**config.mk**
```make
export PLATFORM = sky130hd
export DESIGN_NAME = cdb_arbiter
export DESIGN_NICKNAME = d
export VERILOG_FILES = /design/src/rtl/cdb_arbiter.sv
export SDC_FILE = /design/constraint.sdc
export NUM_CORES = 1
export LEC_CHECK = 0
export CAP_MARGIN = 20
export CORE_UTILIZATION = 35
export DETAILED_ROUTE_END_ITERATION = 7
export DONT_BUFFER_PORTS = 1
export GPL_TIMING_DRIVEN = 0
export PLACE_DENSITY = 0.55
export SYNTH_ARGS = -nofsm -noshare
export SYNTH_HDL_FRONTEND = slang
export SYNTH_SLANG_ARGS = --single-unit
export TNS_END_PERCENT = 1
```
**constraint.sdc**
```tcl
create_clock -name clk_in -period 5.5 [get_ports clk_in]
set_input_delay 1.1 -clock clk_in [delete_from_list [all_inputs] [get_ports clk_in]]
set_output_delay 1.1 -clock clk_in [all_outputs]
set_load 0.05 [all_outputs]
```
**src/rtl/cdb_arbiter.sv**
```systemverilog
// Common data bus arbiter: one small FIFO per result source, drained onto a
// single broadcast bus by a round-robin grant over the non-empty FIFOs.
module cdb_arbiter #(
   parameter int SRC_N = 3,
   parameter int DEPTH = 2
) (
   input  logic                 clk_in,
   input  logic                 rst_in,
   input  logic                 rdy_in,
   input  logic                 clear,
   input  logic [SRC_N-1:0]     src_en,
   input  logic [SRC_N*5-1:0]   src_tag,
   input  logic [SRC_N*32-1:0]  src_val,
   output logic [SRC_N-1:0]     src_full,
   output logic                 cdb_en,
   output logic [4:0]           cdb_tag,
   output logic [31:0]          cdb_val,
   output logic [1:0]           cdb_src,
   output logic                 ovf,
   output logic                 busy
);

   localparam int TAG_W = 5;
   localparam int VAL_W = 32;
   localparam int ENT_W = TAG_W + VAL_W;
   localparam int PTR_W = (DEPTH > 1) ? $clog2(DEPTH) : 1;
   localparam int CNT_W = $clog2(DEPTH + 1);

   logic [ENT_W-1:0] mem_q [SRC_N][DEPTH];
   logic [ENT_W-1:0] mem_d [SRC_N][DEPTH];
   logic [CNT_W-1:0] cnt_q [SRC_N];
   logic [CNT_W-1:0] cnt_d [SRC_N];
   logic [PTR_W-1:0] head_q [SRC_N];
   logic [PTR_W-1:0] head_d [SRC_N];
   logic [PTR_W-1:0] tail_q [SRC_N];
   logic [PTR_W-1:0] tail_d [SRC_N];
   logic [1:0]       rr_q, rr_d;
   logic             cdb_en_q, cdb_en_d;
   logic [TAG_W-1:0] cdb_tag_q, cdb_tag_d;
   logic [VAL_W-1:0] cdb_val_q, cdb_val_d;
   logic [1:0]       cdb_src_q, cdb_src_d;
   logic             ovf_q, ovf_d;

   logic             gnt_vld;
   logic [1:0]       gnt_idx;

   function automatic logic [PTR_W-1:0] ptr_inc(input logic [PTR_W-1:0] p);
      return (p == PTR_W'(DEPTH - 1)) ? '0 : p + 1'b1;
   endfunction

   // Round-robin search starting at rr; first non-empty FIFO wins.
   always_comb begin
      logic [2:0] sum;
      gnt_vld = 1'b0;
      gnt_idx = '0;
      sum     = '0;
      for (int k = 0; k < SRC_N; k++) begin
         sum = {1'b0, rr_q} + 3'(k);
         if (sum >= 3'(SRC_N)) sum = sum - 3'(SRC_N);
         if (!gnt_vld && cnt_q[sum[1:0]] != '0) begin
            gnt_vld = 1'b1;
            gnt_idx = sum[1:0];
         end
      end
   end

   always_comb begin
      logic pop;
      logic push_ok;
      mem_d     = mem_q;
      cnt_d     = cnt_q;
      head_d    = head_q;
      tail_d    = tail_q;
      rr_d      = rr_q;
      cdb_en_d  = cdb_en_q;
      cdb_tag_d = cdb_tag_q;
      cdb_val_d = cdb_val_q;
      cdb_src_d = cdb_src_q;
      ovf_d     = ovf_q;
      pop       = 1'b0;
      push_ok   = 1'b0;
      if (rdy_in) begin
         if (clear) begin
            for (int i = 0; i < SRC_N; i++) begin
               cnt_d[i]  = '0;
               head_d[i] = '0;
               tail_d[i] = '0;
            end
            rr_d     = '0;
            cdb_en_d = 1'b0;
         end else begin
            if (gnt_vld) begin
               cdb_en_d  = 1'b1;
               cdb_tag_d = mem_q[gnt_idx][head_q[gnt_idx]][ENT_W-1:VAL_W];
               cdb_val_d = mem_q[gnt_idx][head_q[gnt_idx]][VAL_W-1:0];
               cdb_src_d = gnt_idx;
               rr_d      = (gnt_idx == 2'(SRC_N - 1)) ? 2'd0 : gnt_idx + 2'd1;
            end else begin
               cdb_en_d = 1'b0;
            end
            // A full FIFO still accepts a push when it is being drained this edge.
            for (int i = 0; i < SRC_N; i++) begin
               pop     = gnt_vld && (gnt_idx == 2'(i));
               push_ok = src_en[i] && ((cnt_q[i] != CNT_W'(DEPTH)) || pop);
               if (src_en[i] && !push_ok) ovf_d = 1'b1;
               if (push_ok) begin
                  mem_d[i][tail_q[i]] = {src_tag[TAG_W*i +: TAG_W], src_val[VAL_W*i +: VAL_W]};
                  tail_d[i] = ptr_inc(tail_q[i]);
               end
               if (pop) head_d[i] = ptr_inc(head_q[i]);
               cnt_d[i] = cnt_q[i] + CNT_W'(push_ok) - CNT_W'(pop);
            end
         end
      end
   end

   // Payload storage carries no reset; occupancy is governed by the counts.
   always_ff @(posedge clk_in) begin
      mem_q <= mem_d;
   end

   always_ff @(posedge clk_in or negedge rst_in) begin
      if (!rst_in) begin
         for (int i = 0; i < SRC_N; i++) begin
            cnt_q[i]  <= '0;
            head_q[i] <= '0;
            tail_q[i] <= '0;
         end
         rr_q      <= '0;
         cdb_en_q  <= 1'b0;
         cdb_tag_q <= '0;
         cdb_val_q <= '0;
         cdb_src_q <= '0;
         ovf_q     <= 1'b0;
      end else begin
         cnt_q     <= cnt_d;
         head_q    <= head_d;
         tail_q    <= tail_d;
         rr_q      <= rr_d;
         cdb_en_q  <= cdb_en_d;
         cdb_tag_q <= cdb_tag_d;
         cdb_val_q <= cdb_val_d;
         cdb_src_q <= cdb_src_d;
         ovf_q     <= ovf_d;
      end
   end

   always_comb begin
      busy = 1'b0;
      for (int i = 0; i < SRC_N; i++) begin
         src_full[i] = (cnt_q[i] == CNT_W'(DEPTH));
         if (cnt_q[i] != '0) busy = 1'b1;
      end
   end

   assign cdb_en  = cdb_en_q;
   assign cdb_tag = cdb_tag_q;
   assign cdb_val = cdb_val_q;
   assign cdb_src = cdb_src_q;
   assign ovf     = ovf_q;

endmodule

```
==> out/metrics.yaml <==
place_congestion: 0.792
netlist_top_cells_count: "edfxtp_1, nand2_1, nand3_1"
worst-setup-path-type: "reg2reg"
fillerInstances: 3046
cts_resized: 0
cts_sinks: 277
outcome: "complete, no violations"
synth_seq_cells: 277
worst_slack_ps: 1560
grt-ovfl-total: 0
power_mw: 9.78
ys.warnings.count: 0
synth_cell_types: 57
cts_root_buffer: "clkbuf_16"
place_ws_ps: 1480
final.period_utilization_pct: 71.6
clockBufferDepth: 3
vdd_ir_drop_max_v: 0.000309
post_cts_buffers: 0
synth_nets: 928
cp_data_required_time_ps: 5770
finalHoldViolCount: 0
reg2reg_depth: 12
fmax_mhz: 254
start_util_pct: 35.9
tightest_slew_ps: 1070
synthCells: 800
cts_made_buffers: 31
grt_pass1_vias: 7397
grt_use_total_pct: 19.7
grt_antenna_before_repair: 1
period_needed_ps: 3940
wire_per_inst_um: 25.3
first_pass_iters: 5
finish.instance_area_um2: 13600
final_cells: 1327
h-tree-depth: 1
p_per_area_nw_per_um2: 717
async_flop_share_pct: 19.9
crit_arrival_ps: 4200
worstHoldPathType: "in2async"
die_h_um: 185
die_w_um: 185
core-area_um2: 32800
maxSlewViolCount: 0
routed_wl_um: 33500
synth_top_area_cell: "edfxtp_1"
drive_gt1_share_pct: 19.3
critPathCaptureType: "register"
grt_pass1_wl_um: 49100
synth_edf_count: 222
cts_hold_buf: 0
relSlewSlack_pct: 28.3
ys.flop_type: "edfxtp_1"
insertion_delay_ps: 560
p_leak_nw: 4.89
areaGrowthSynthToFinish_pct: 15.8
syn_avg_cell_area_um2: 14.7
drv_cap: 0
dpl-instance-area_um2: 12700
yosysMostFrequentCell: "edfxtp_1"
synthTopCellsByArea: "edfxtp_1, dfrtp_1, a2111oi_4"
synth_top_area_share_pct: 56.6
rows: 66
path_clk_slew_ps: 60
num_vias: 7068
tns_ps: 0
cp_max_fo: 16
setup-violations-final: 0
rsz0062_at_grt: "false"
num_io_pins: 163
dp.cells: 1265
finClkSkew_ps: 9.65
grt_max_degree: 56
drt_iter0_drc: 488
avgViaCountPerCell: 5.33
design.die.area_um2: 34400
port_buffers: 0
setup.worst_path.start_class: "register"
syn-cell-area_um2: 11800
antenna_left: 0
tritoncts: "built"
fin_nets: 984
hpwl_um: 23700
drc: 0
ys_seq_area_share_pct: 68.3
==> area by class of cell <==
class	instances	area (um^2)	share of cell area (%)
multi-input cells	447	3390	24.9
diodes	4	10.0	0.0734
inverters	17	63.8	0.468
flip-flops and latches	277	8040	59.0
clock buffers	44	835	6.12
well taps	442	553	4.05
repair buffers	23	299	2.19
clock inverters	14	134	0.981
plain buffers	59	309	2.27
==> worst max-delay path, cell delays in order (launching register included) <==
cell,delay (ps)
dfrtp_1,400
inv_1,80
ha_1,280
nor3b_2,210
nor3_2,340
o21a_2,250
buf_6,180
inv_2,130
a221oi_4,320
o21ai_2,170
nor3_4,850
buf_16,240
buf_16,150
==> cells in the final DEF (no fill, tap or decap), types with 7 or more instances in the layout <==
| master | n |
|---|---|
| edfxtp_1 | 222 |
| nand2_1 | 87 |
| nand3_1 | 75 |
| and3_1 | 74 |
| dfrtp_1 | 55 |
| and4_1 | 37 |
| clkbuf_1 | 35 |
| clkbuf_16 | 31 |
| buf_6 | 23 |
| buf_2 | 22 |
| a2111oi_4 | 20 |
| o31ai_2 | 20 |
| o31ai_1 | 19 |
| inv_1 | 15 |
| nor2_1 | 13 |
| a2111oi_0 | 13 |
| o21ai_0 | 10 |
| ha_1 | 10 |
| buf_4 | 8 |
| nor3_2 | 7 |
==> kinds of logic after synthesis <==
group	Yosys count	share of synthesized area [%]
AND/OR/NAND/NOR	313	14.6
flip-flops	277	68.3
AO/OA/AOI/OAI	115	12.2
buffers and inverters	76	3.17
adder cells (fa/ha/maj)	10	1.06
multiplexers	6	0.531
XOR/XNOR	3	0.223
==> final timing paths <==
kind / start / to / slack [ps]
setup / recovery: rr_q[1]$_DFFE_PN0P_ / mem_q[192]$_DFFE_PP_ / 1560
hold / removal: rst_in / cnt_q[1]$_DFFE_PN0P_ / 240
setup reg to reg: rr_q[1]$_DFFE_PN0P_ / mem_q[192]$_DFFE_PP_ / 1560
hold reg to reg: cnt_q[1]$_DFFE_PN0P_ / cnt_q[1]$_DFFE_PN0P_ / 530
max in group asynchronous: rst_in / cdb_val[9]$_DFFE_PN0P_ / 5130
min in group clk_in: cnt_q[1]$_DFFE_PN0P_ / cnt_q[1]$_DFFE_PN0P_ / 530
==> registers in the layout, indices dropped and copies added (netlist names) <==
signal,cells
mem_q,222
cdb_val,32
cnt_q,6
cdb_tag,5
head_q,3
tail_q,3
cdb_src,2
rr_q,2
cdb_en,1
ovf,1
==> stage by stage <==
stage                     util [%]  hold WS [ps]
after floorplan                  -           485
after CTS                     41.6           203
after detailed placement      38.6           518
after global routing          41.6           210
after global placement        37.6           508
final                         41.6           244
==> layer usage <==
| layer | track usage, % | routed length [um] | vias to the layer above |
|---|---|---|---|
| li1 | - | - | 3221 |
| met1 | 24.6 | 13500 | 3552 |
| met2 | 32.6 | 16100 | 258 |
| met3 | 6.77 | 3260 | 37 |
| met4 | 4.99 | 627 | 0 |
| met5 | 0 | 0 | - |
==> where the power goes <==
group          leakage [nW]  switching [mW]  internal [mW]  total [mW]
Combinational          1.71            2.84           1.72        4.56
Sequential             2.71           0.700           2.54        3.24
Clock                 0.466           0.827           1.15        1.98
Note: power is estimated with default switching activity, not from simulation.
